<file path="src/rtl/uart_rx_parity.sv">
// UART receiver: 8 data bits LSB first, optional parity, one stop bit.
// Reports rdy, parity, framing and overrun status until rdy_clr acknowledges the byte.
module uart_rx_parity #(
  parameter int unsigned CLKS_PER_BIT = 434,
  parameter int unsigned PARITY_EN    = 1,
  parameter int unsigned PARITY_ODD   = 0
) (
  input  logic       clock,
  input  logic       reset,
  input  logic       rx,
  input  logic       rdy_clr,
  output logic [7:0] dout,
  output logic       rdy,
  output logic       parity_err,
  output logic       frame_err,
  output logic       overrun
);

  localparam int unsigned CW = $clog2(CLKS_PER_BIT);
  localparam logic [CW-1:0] HALF_LAST = CW'(CLKS_PER_BIT / 2 - 1);
  localparam logic [CW-1:0] FULL_LAST = CW'(CLKS_PER_BIT - 1);
  localparam logic PAR_EN  = (PARITY_EN != 0);
  localparam logic PAR_ODD = (PARITY_ODD != 0);

  typedef enum logic [2:0] {
    S_IDLE   = 3'd0,
    S_START  = 3'd1,
    S_DATA   = 3'd2,
    S_PARITY = 3'd3,
    S_STOP   = 3'd4,
    S_BREAK  = 3'd5
  } state_t;

  state_t        state;
  logic          sync1;
  logic          rxs;
  logic [CW-1:0] cnt;
  logic [2:0]    idx;
  logic [7:0]    shreg;
  logic          par_bit;

  // Synchronizer, receive FSM and status flags; a completion outranks rdy_clr.
  always_ff @(posedge clock or posedge reset) begin
    if (reset) begin
      state      <= S_IDLE;
      sync1      <= 1'b1;
      rxs        <= 1'b1;
      cnt        <= '0;
      idx        <= '0;
      shreg      <= '0;
      par_bit    <= 1'b0;
      dout       <= '0;
      rdy        <= 1'b0;
      parity_err <= 1'b0;
      frame_err  <= 1'b0;
      overrun    <= 1'b0;
    end else begin
      sync1 <= rx;
      rxs   <= sync1;

      if (rdy_clr) begin
        rdy        <= 1'b0;
        parity_err <= 1'b0;
        frame_err  <= 1'b0;
        overrun    <= 1'b0;
      end

      case (state)
        S_IDLE: begin
          cnt <= '0;
          if (!rxs) state <= S_START;
        end
        S_START: begin
          if (cnt == HALF_LAST) begin
            cnt   <= '0;
            idx   <= '0;
            state <= rxs ? S_IDLE : S_DATA;
          end else begin
            cnt <= cnt + CW'(1);
          end
        end
        S_DATA: begin
          if (cnt == FULL_LAST) begin
            cnt        <= '0;
            shreg[idx] <= rxs;
            idx        <= idx + 3'd1;
            if (idx == 3'd7) state <= PAR_EN ? S_PARITY : S_STOP;
          end else begin
            cnt <= cnt + CW'(1);
          end
        end
        S_PARITY: begin
          if (cnt == FULL_LAST) begin
            cnt     <= '0;
            par_bit <= rxs;
            state   <= S_STOP;
          end else begin
            cnt <= cnt + CW'(1);
          end
        end
        S_STOP: begin
          if (cnt == FULL_LAST) begin
            cnt        <= '0;
            dout       <= shreg;
            rdy        <= 1'b1;
            frame_err  <= ~rxs;
            parity_err <= PAR_EN ? (^{shreg, par_bit, PAR_ODD}) : 1'b0;
            overrun    <= rdy & ~rdy_clr;
            state      <= rxs ? S_IDLE : S_BREAK;
          end else begin
            cnt <= cnt + CW'(1);
          end
        end
        S_BREAK: begin
          cnt <= '0;
          if (rxs) state <= S_IDLE;
        end
        default: begin
          cnt   <= '0;
          state <= S_IDLE;
        end
      endcase
    end
  end

endmodule

</file>
<file path="config.mk">
export PLATFORM = sky130hd
export DESIGN_NAME = uart_rx_parity
export DESIGN_NICKNAME = d
export VERILOG_FILES = /design/src/rtl/uart_rx_parity.sv
export SDC_FILE = /design/constraint.sdc
export NUM_CORES = 1
export LEC_CHECK = 0
export CORE_MARGIN = 2
export CORE_UTILIZATION = 35
export DETAILED_ROUTE_END_ITERATION = 8
export PLACE_DENSITY_LB_ADDON = 0.15
export SETUP_SLACK_MARGIN = 0.4
export SLEW_MARGIN = 20
export SYNTH_ARGS = -nofsm -noshare
export SYNTH_HDL_FRONTEND = slang
export SYNTH_SLANG_ARGS = --single-unit
export TNS_END_PERCENT = 20
</file>
<file path="constraint.sdc">
create_clock -name clock -period 1.6 [get_ports clock]
set_input_delay 0.4 -clock clock [delete_from_list [all_inputs] [get_ports clock]]
set_output_delay 0.4 -clock clock [all_outputs]
set_load 0.005 [all_outputs]
</file>
==> results.ini, run 1 <==
[worst_setup_path]
worstPathRequired_ns=1.79
start_kind=flop
r2r_start=cnt[1]$_DFF_PP0_
cp_max_fo=5
reg2reg_setup_slack_ns=-0.23
crit_family=simple AND/OR/NAND/NOR gates
cp.arrival_ns=2.02
worstPathCellList=inv_2, ha_4, nand4bb_4, buf_6, nor4_4, nand3_1, mux2_4
slowest_stage=dfrtp_1
cp-end-kind=flop
critPathBufInv=2
cp_slowest_stage_delay_ns=0.39
r2r_cells=7
path_class=reg -> reg
reg2reg_to=shreg[0]$_DFFE_PP0P_

[synthesis]
synth_area_leader_cell=dfrtp_1
ys_warn_count=0
synth_edf_count=0
ys_seq_elements=38
syn_area_mm2=0.001934
synth_nets=170
syn_inst=161
synth.avg_cell_area_um2=12.01
ys.flop_type=dfrtp_1
async_flop_share_pct=100.0
synth.area.top_cells=dfrtp_1 47%, mux2_1 5.8%, xnor2_1 4.5%
synth_top_cell_area_share_pct=46.57
synth_cell_type_count=45
ys_seq_area_share_pct=49.29

[min_path]
whs_path_depth=0
worstHoldEndpoint=rxs$_DFF_PP1_
min_from=sync1$_DFF_PP1_
hp-class=reg -> reg

[sta]
worstMarginPinSlew_ns=0.3703
maxSlewViolCount=0
rsz0062_at_grt=true
hold_viol_final=0
timing.setup.tns_ns=-4.058
min_period_over_period_pct=114.3
slew_headroom_pct=75.13
fmax_ghz=0.5470
finClkSkew_ns=0.008960
fin_ws_ns=-0.2282
min_period_ns=1.828
setup_viol=24

[floorplanning]
fp.dieH_um=78.34
die_w_um=78.34
start_util_pct=35.79
io_pins=16
fp.dieArea_mm2=0.006137
rows=27
core_area_mm2=0.005405

[final_layout]
final_common_cell=dfrtp_1
ff_latch_area_um2=957.2
fin_nets=228
drive_gt1_share_pct=46.82
multi_input_area_mm2=0.001067
n_antenna_cell=0
fin_area_mm2=0.002731
fillers=484
final_cell_mix=33 x dfrtp_1, 30 x buf_4, 15 x mux2_4, 12 x nor2_1, 11 x buf_2
area_delta_synth_final_pct=41.20

[clock_network]
clockBufferDepth=2
clkSlewWorstSetupHoldPaths_ns=0.08
h-tree-depth=2
cts.sinks=38
worstSkewPairLatency_ns=0.30
cts-root-buf=clkbuf_8
cts_tree=done
cts_buffers=5

[pwr]
finalPower_w=0.001707
p_int_w=0.001328
switching_share_pct=22.20
power.switching_w=0.0003789
pwr-share-clk_pct=40.7
p_leak_nw=1.304
irDropWorstVdd_mv=0.2548
power_frac_comb_pct=2.7
power_per_cell_area_mw_per_mm2=624.9
pwr-share-seq_pct=56.6

[routing]
routed_via_density=4.832
firstDrtPassIters=4
final_antenna_net_count=0
drcViolationCount=0
routedWlPerCell_um=14.88
drt_iter0_drc=29
wirelength_mm=4.345
num_vias=1411

[global_route]
antenna_found_initial=0
grt_usage_pct=15.10
grt_max_degree=27
grt_pass1_wl_mm=7.024
grt_overflow_total=0
grt_pass1_vias=1480

[placement]
globalplace.congestion=0.7975
dpl_cell_area_mm2=0.002410
place.port_buffers=15
place.detailed.hpwl_mm=2.932

[status]
violations=negative setup slack
outcome=complete, but fails checks

[run]
cap_violations=0

[flip-flops by register name, indices dropped and copies added, names as in the netlist]
signal	flops
parity_err	1
rdy	1
overrun	1
state	3
rxs	1
dout	8
par_bit	1
idx	3
cnt	9
sync1	1
shreg	8
frame_err	1
[cells by family (layout without fill, tap and decap cells)]
family / count (synthesis) / in the layout / synth area share [%]
adders and majority gates: 5 / 5 / 3.234
muxes: 21 / 21 / 11.97
buffers and inverters: 15 / 74 / 3.492
xor gates and xnor gates: 14 / 14 / 7.050
DFF: 38 / 38 / 49.29
and+or+nand+nor: 55 / 55 / 19.28
AOI/OAI and AO/OA: 13 / 13 / 5.692
[worst max-delay path by stage]
| stage | startpoint | endpoint | slack (ns) | depth (start not counted) |
|---|---|---|---|---|
| final | cnt[1]$_DFF_PP0_ | shreg[0]$_DFFE_PP0P_ | -0.23 | 7 |
| after floorplan | cnt[1]$_DFF_PP0_ | par_bit$_DFFE_PP0P_ | -0.13 | 5 |
| after global placement | cnt[1]$_DFF_PP0_ | shreg[2]$_DFFE_PP0P_ | -0.19 | 6 |
| after CTS | cnt[1]$_DFF_PP0_ | idx[1]$_DFFE_PP0P_ | -0.27 | 6 |
| after detailed placement | cnt[1]$_DFF_PP0_ | idx[2]$_DFFE_PP0P_ | -0.26 | 6 |
| after global routing | cnt[0]$_DFF_PP0_ | idx[1]$_DFFE_PP0P_ | -0.32 | 6 |
[synthesized netlist by cell type (all sizes together), types with 3 or more instances]
master  count
dfrtp      36
mux2       17
nor2       13
xnor2      10
inv         9
nand3       6
buf         5
ha          5
nand2       5
nor3        5
mux2i       4
nand4       4
and3        3
xor2        3
[layer usage]
layer	share of wire, %	GRT usage, %
met5	0	0
met4	1.4	5.263
met3	3.4	4.598
met2	54	27.50
met1	41	16.58
[final cells by class]
class,count,share of cell area [%]
Inverter,9,1.237
Clock inverter,2,0.4581
Multi-Input combinational cell,108,39.07
Timing Repair Buffer,57,17.87
Tap cell,72,3.298
Sequential cell,38,35.04
Clock buffer,6,3.023
[per-stage QoR]
step / hold WS (ns) / util [%] / std cells / setup slack, ns
floorplan: 0.3452 / - / 161 / -0.1324
global placement: 0.3474 / 44.58 / 270 / -0.1933
detailed placement: 0.3489 / 44.58 / 270 / -0.2595
CTS: 0.3601 / 48.08 / 287 / -0.2653
global route: 0.3650 / 50.53 / 292 / -0.3228
finish: 0.3577 / 50.53 / 292 / -0.2282
[power by group through the flow]
stage | Clock [W] | Sequential, W | Combinational, W
floorplan | 0 | 0.000984 | 0.0000200
global placement | 0 | 0.000984 | 0.0000456
detailed placement | 0 | 0.000984 | 0.0000466
CTS | 0.000728 | 0.000965 | 0.0000471
global route | 0.000772 | 0.000966 | 0.0000524
finish | 0.000695 | 0.000966 | 0.0000461
[repair_timing]
item / 4_1_cts / 5_1_grt
endpoints found under the setup margin: 48 / 48
gates resized for setup: 59 / 26
cloned: 1 / 0
hold endpoints to repair: 0 / 0
pin swaps: 9 / 9
buffers inserted: 8 / 5
hold buffers: 0 / 0
(Power assumes the default switching activity.)
==> inputs of run 2 (changes only) <==
--- a/config.mk
+++ b/config.mk
@@ -14,4 +14,3 @@
 export SYNTH_ARGS = -nofsm -noshare
 export SYNTH_HDL_FRONTEND = slang
 export SYNTH_SLANG_ARGS = --single-unit
-export TNS_END_PERCENT = 20
==> constraint.sdc (replaced) <==
create_clock -name clock -period 1.6 [get_ports clock]
set_input_delay 0.16 -clock clock [delete_from_list [all_inputs] [get_ports clock]]
set_output_delay 0.16 -clock clock [all_outputs]
set_load 0.005 [all_outputs]
==> results.ini, run 2 (same netlist as run 1, synthesis figures left out) <==
[worst_setup_path]
start_kind=flop
reg2reg_setup_slack_ns=-0.21  ; +0.02 ns
cp-end-kind=flop
cp-startpoint=cnt[1]$_DFF_PP0_
cp_max_fo=3  ; -2
r2r_start=cnt[1]$_DFF_PP0_
reg2reg_to=idx[1]$_DFFE_PP0P_
worstPathRequired_ns=1.81  ; +0.02 ns
path_class=reg -> reg
cp.arrival_ns=2.01  ; about the same
r2r_cells=6  ; -1

[global_route]
met1_usage_pct=21.67  ; +5.1 points
grt_pass1_wl_mm=7.162  ; +2.0%
grt_overflow_total=0  ; unchanged
grtUsageMet2_pct=22.76  ; -4.7 points
grt_usage_pct=14.92  ; -0.18 points
grt.met3_usage_pct=2.414  ; -2.2 points
antenna_found_initial=0  ; unchanged
grt_busiest_layer=met2
grt_pass1_vias=1459  ; -1.4%
grt_max_degree=39  ; +44%

[floorplanning]
core_area_mm2=0.005405  ; unchanged
start_util_pct=35.79  ; unchanged
rows=27  ; unchanged
io_pins=16  ; unchanged
fp.dieArea_mm2=0.006137  ; unchanged
die_w_um=78.34  ; unchanged
fp.dieH_um=78.34  ; unchanged

[final_layout]
final_cell_mix=35 x dfrtp_1, 28 x buf_4, 16 x mux2_4, 12 x dlygate4sd2_1, 10 x xnor2_1
fillers=493  ; +1.9%
regMostFlops=cnt
fin_nets=226  ; -0.88%
reg_top3=cnt x9, dout x8, shreg x8
n_antenna_cell=0  ; unchanged
final_common_cell=dfrtp_1
drive_gt1_share_pct=44.50  ; -2.3 points
fin_area_mm2=0.002786  ; +2.0%
largest_register_ffs=9  ; unchanged
area_delta_synth_final_pct=44.05

[sta]
min_period_over_period_pct=112.8  ; -1.4 points
rsz0062_at_grt=true
hold_viol_final=0  ; unchanged
fin_ws_ns=-0.2051  ; +0.02317 ns
finClkSkew_ns=0.007111  ; -0.001849 ns
setup_viol=33  ; +38%
slew_headroom_pct=69.84  ; -5.3 points
hold_slack_ns=0.2123  ; -0.1453 ns
fmax_ghz=0.5540  ; +1.3%
maxSlewViolCount=0  ; unchanged
min_period_ns=1.805  ; -0.02317 ns
worstMarginPinSlew_ns=0.4523  ; +0.08205 ns

[status]
violations=negative setup slack
outcome=complete, but fails checks

[placement]
globalplace.congestion=0.7859  ; -1.5%
place.detailed.hpwl_mm=2.825  ; -3.7%
dp_slack_ns=-0.2506  ; +0.008956 ns
dpl_cell_area_mm2=0.002384  ; -1.1%
place.port_buffers=15  ; unchanged

[clock_network]
cts-root-buf=clkbuf_8
clockBufferDepth=2  ; unchanged
cts_buffers=5  ; unchanged
h-tree-depth=2  ; unchanged
cts.sinks=38  ; unchanged
cts_tree=done
cts_hold_buf=0  ; unchanged
worstSkewPairLatency_ns=0.29  ; about the same
clkSlewWorstSetupHoldPaths_ns=0.08  ; about the same

[routing]
firstDrtPassIters=4  ; unchanged
drcViolationCount=0  ; unchanged
routed_via_density=4.876  ; +0.90%
routedWlPerCell_um=14.94  ; +0.43%
drt_iter0_drc=59  ; +100%
final_antenna_net_count=0  ; unchanged
wirelength_mm=4.334  ; -0.25%
num_vias=1414  ; +0.21%

[min_path]
hp-class=in -> async

[run]
cap_violations=0  ; unchanged

[pwr]
p_leak_nw=1.309  ; +0.35%
power_per_cell_area_mw_per_mm2=609.8  ; -2.4%
irDropWorstVdd_mv=0.3349  ; +31%

==> run 2: layout make-up <==
cell class / count / area, um2 / share of cell area, %
Multi-Input combinational cell: 108 / 1106 / 39.69
Sequential cell: 38 / 954.7 / 34.26
Timing Repair Buffer: 55 / 506.7 / 18.19
Tap cell: 72 / 90.09 / 3.233
Clock buffer: 6 / 82.58 / 2.964
Inverter: 9 / 33.78 / 1.212
Clock inverter: 2 / 12.51 / 0.4490
==> run 2: what timing repair did <==
action | 4_1_cts | 5_1_grt
endpoints found under the setup margin | 48 | 36
gates resized for setup | 31 | 27
cloned | 1 | 0
setup buffers | 10 | 5
pin swaps | 6 | 11
==> run 2: worst max path at each step <==
stage | endpoint | cells after the start | slack [ns]
floorplan | par_bit$_DFFE_PP0P_ | 5 | -0.13
global placement | shreg[2]$_DFFE_PP0P_ | 6 | -0.19
detailed placement | shreg[2]$_DFFE_PP0P_ | 6 | -0.25
CTS | shreg[2]$_DFFE_PP0P_ | 4 | -0.21
global route | idx[1]$_DFFE_PP0P_ | 6 | -0.31
finish | idx[1]$_DFFE_PP0P_ | 6 | -0.21
==> run 2: worst max-delay path, stage by stage (launching register included) <==
cell and delay, ns:
dfrtp_1 0.39, inv_2 0.08, ha_4 0.14, and4bb_2 0.28
nand4_1 0.16, a2111oi_4 0.44, mux2i_1 0.24
==> run 2: per-stage QoR <==
step | util (%) | TNS, ns | std cells | total power (W)
2_1_floorplan | - | -1.312 | 161 | 0.001004
3_3_place_gp | 44.10 | -2.840 | 266 | 0.001028
3_5_place_dp | 44.10 | -3.658 | 266 | 0.001028
4_1_cts | 48.31 | -4.198 | 285 | 0.001715
5_1_grt | 51.55 | -7.291 | 290 | 0.001748
6_report | 51.55 | -4.406 | 290 | 0.001699
==> run 2: routing by layer <==
layer | share of wire (%) | routed length (um)
met5 | 0 | 0
met4 | 0.85 | 37
met3 | 3.3 | 145
met2 | 47 | 2037
met1 | 49 | 2114
==> run 2: report_power, final <==
| group | switching (W) | leakage (nW) | internal, W |
|---|---|---|---|
| Combinational | 0.0000273 | 0.754 | 0.0000159 |
| Sequential | 0.00000132 | 0.508 | 0.000964 |
| Clock | 0.000344 | 0.0472 | 0.000346 |
==> inputs of run 3 (changes only) <==
==> constraint.sdc (replaced) <==
create_clock -name clock -period 2 [get_ports clock]
set_input_delay 0.2 -clock clock [delete_from_list [all_inputs] [get_ports clock]]
set_output_delay 0.2 -clock clock [all_outputs]
set_load 0.005 [all_outputs]
==> results.ini, run 3 (same netlist as run 1, synthesis figures left out) <==
[sta]
min_period_over_period_pct=92.27  ; -21 points
slew_headroom_pct=66.81  ; -3.0 points
setup_viol=0  ; -100%
min_period_ns=1.845  ; +0.04024 ns
finClkSkew_ns=0.005044  ; -0.002067 ns
maxSlewViolCount=0  ; unchanged
timing.setup.tns_ns=0  ; +4.406 ns
hold_viol_final=0  ; unchanged
worstMarginPinSlew_ns=0.4960  ; +0.04368 ns
rsz0062_at_grt=true
fmax_ghz=0.5419  ; -2.2%

[final_layout]
largest_register_ffs=9  ; unchanged
reg_top3=cnt x9, dout x8, shreg x8
n_antenna_cell=0  ; unchanged
final_common_cell=dfrtp_1
area_delta_synth_final_pct=35.06
drive_gt1_share_pct=38.73  ; -5.8 points
final_cell_mix=32 x dfrtp_1, 21 x buf_4, 15 x clkdlybuf4s50_1, 11 x mux2_4
fin_nets=212  ; -6.2%
layoutNonFillerInstCount=276  ; -4.8%
regMostFlops=cnt

[clock_network]
cts_buffers=5  ; unchanged
cts.sinks=38  ; unchanged
cts-root-buf=clkbuf_8
cts_tree=done
cts_hold_buf=0  ; unchanged
h-tree-depth=2  ; unchanged
clkSlewWorstSetupHoldPaths_ns=0.07  ; about the same
clockBufferDepth=2  ; unchanged
worstSkewPairLatency_ns=0.29  ; about the same

[floorplanning]
fp.dieH_um=78.34  ; unchanged
start_util_pct=35.79  ; unchanged
rows=27  ; unchanged
core_area_mm2=0.005405  ; unchanged
die_w_um=78.34  ; unchanged
io_pins=16  ; unchanged
fp.dieArea_mm2=0.006137  ; unchanged

[routing]
final_antenna_net_count=0  ; unchanged
routed_via_density=4.993  ; +2.4%
drcViolationCount=0  ; unchanged
firstDrtPassIters=4  ; unchanged
num_vias=1378  ; -2.5%
drt_iter0_drc=47  ; -20%
routedWlPerCell_um=14.81  ; -0.89%
wirelength_mm=4.088  ; -5.7%

[worst_setup_path]
path_class=reg -> reg
reg2reg_setup_slack_ns=0.15  ; +0.36 ns
worstPathCellList=inv_2, ha_4, and4bb_2, nand4_1, a2111oi_4, mux2i_1
slowest_stage=a2111oi_4
reg2reg_to=idx[1]$_DFFE_PP0P_
r2r_cells=6  ; unchanged
cp-end-kind=flop
worstPathRequired_ns=2.20  ; +0.39 ns
cp.arrival_ns=2.05  ; +0.04 ns
start_kind=flop
cp_max_fo=3  ; unchanged
r2r_start=cnt[1]$_DFF_PP0_
crit_family=compound AO/OA/AOI/OAI gates
critPathBufInv=1  ; unchanged
cp_slowest_stage_delay_ns=0.46  ; +0.02 ns

[global_route]
grt_pass1_wl_mm=6.893  ; -3.8%
grt_overflow_total=0  ; unchanged
grt_usage_pct=14.53  ; -0.39 points
antenna_found_initial=0  ; unchanged
grt_max_degree=39  ; unchanged
grt_pass1_vias=1415  ; -3.0%

[placement]
place.port_buffers=15  ; unchanged
globalplace.congestion=0.8196  ; +4.3%
dp.cells=247  ; -7.1%
place.detailed.hpwl_mm=2.570  ; -9.0%

[run]
cap_violations=0  ; unchanged

[status]
outcome=finished, final reports clean

[pwr]
power_per_cell_area_mw_per_mm2=513.7  ; -16%
irDropWorstVdd_mv=0.2400  ; -28%
p_leak_nw=1.175  ; -10%

[min_path]
hp-class=in -> async

-- run 3: changes by cell type in the layout (fill, tap and decap cells not counted), sizes merged --
cell | previous run | this run
buf | 40 | 25
clkdlybuf4s50 | 3 | 15
dlygate4sd2 | 12 | 0
a21oi | 2 | 3
clkbuf | 6 | 7
clkinvlp | 1 | 0
-- run 3: how the worst max path moves through the flow --
stage,start,to,slack [ns],depth (start not counted)
final,cnt[1]$_DFF_PP0_,idx[1]$_DFFE_PP0P_,0.15,6
after global routing,cnt[1]$_DFF_PP0_,idx[2]$_DFFE_PP0P_,0.07,6
after CTS,cnt[1]$_DFF_PP0_,idx[1]$_DFFE_PP0P_,0.15,6
after detailed placement,cnt[1]$_DFF_PP0_,idx[1]$_DFFE_PP0P_,0.14,6
after global placement,cnt[1]$_DFF_PP0_,shreg[2]$_DFFE_PP0P_,0.17,6
after floorplan,cnt[1]$_DFF_PP0_,par_bit$_DFFE_PP0P_,0.27,5
-- run 3: cell type report --
class / count / area [um2]
sequential: 38 / 958.4
tap: 72 / 90.09
clock buffer: 7 / 86.33
timing repair buffer: 40 / 361.6
clock inverter: 1 / 5.005
inverter: 9 / 33.78
multi-input combinational: 109 / 1077
fill: 505 / 2793
-- run 3: where the power goes --
part,switching [W],internal (W),leakage [nW]
Combinational,0.0000177,0.00000858,0.623
Sequential,0.00000411,0.000772,0.504
Clock,0.000262,0.000278,0.0482
Total,0.000284,0.00106,1.18
-- run 3: repair_timing --
item	4_1_cts	5_1_grt
buffers inserted	14	6
gates resized for setup	15	17
gates cloned	1	0
setup endpoints to repair	33	34
pin swaps	13	16
-- run 3: per-stage QoR --
step	total power (W)	setup WS [ns]	hold slack (ns)	instance area [um2]	util [%]
after global placement	0.0008167	0.1726	0.3454	2228	41.23
final	0.001342	0.1547	0.3178	2613	48.33
after CTS	0.001366	0.1529	0.3073	2499	46.23
after floorplan	0.0008031	0.2676	0.2045	1979	-
after global routing	0.001415	0.07143	0.3062	2613	48.33
after detailed placement	0.0008184	0.1404	0.3527	2228	41.23
-- run 3: layer usage --
layer	routed length, um	GRT usage [%]
met5	0	0
met4	92	5.439
met3	113	3.563
met2	2103	25.26
met1	1779	17.38
-- run 3: worst min-delay path, cell delays in order --
cell,delay (ns)
clkdlybuf4s50_1,0.39
inv_1,0.05
buf_4,0.41
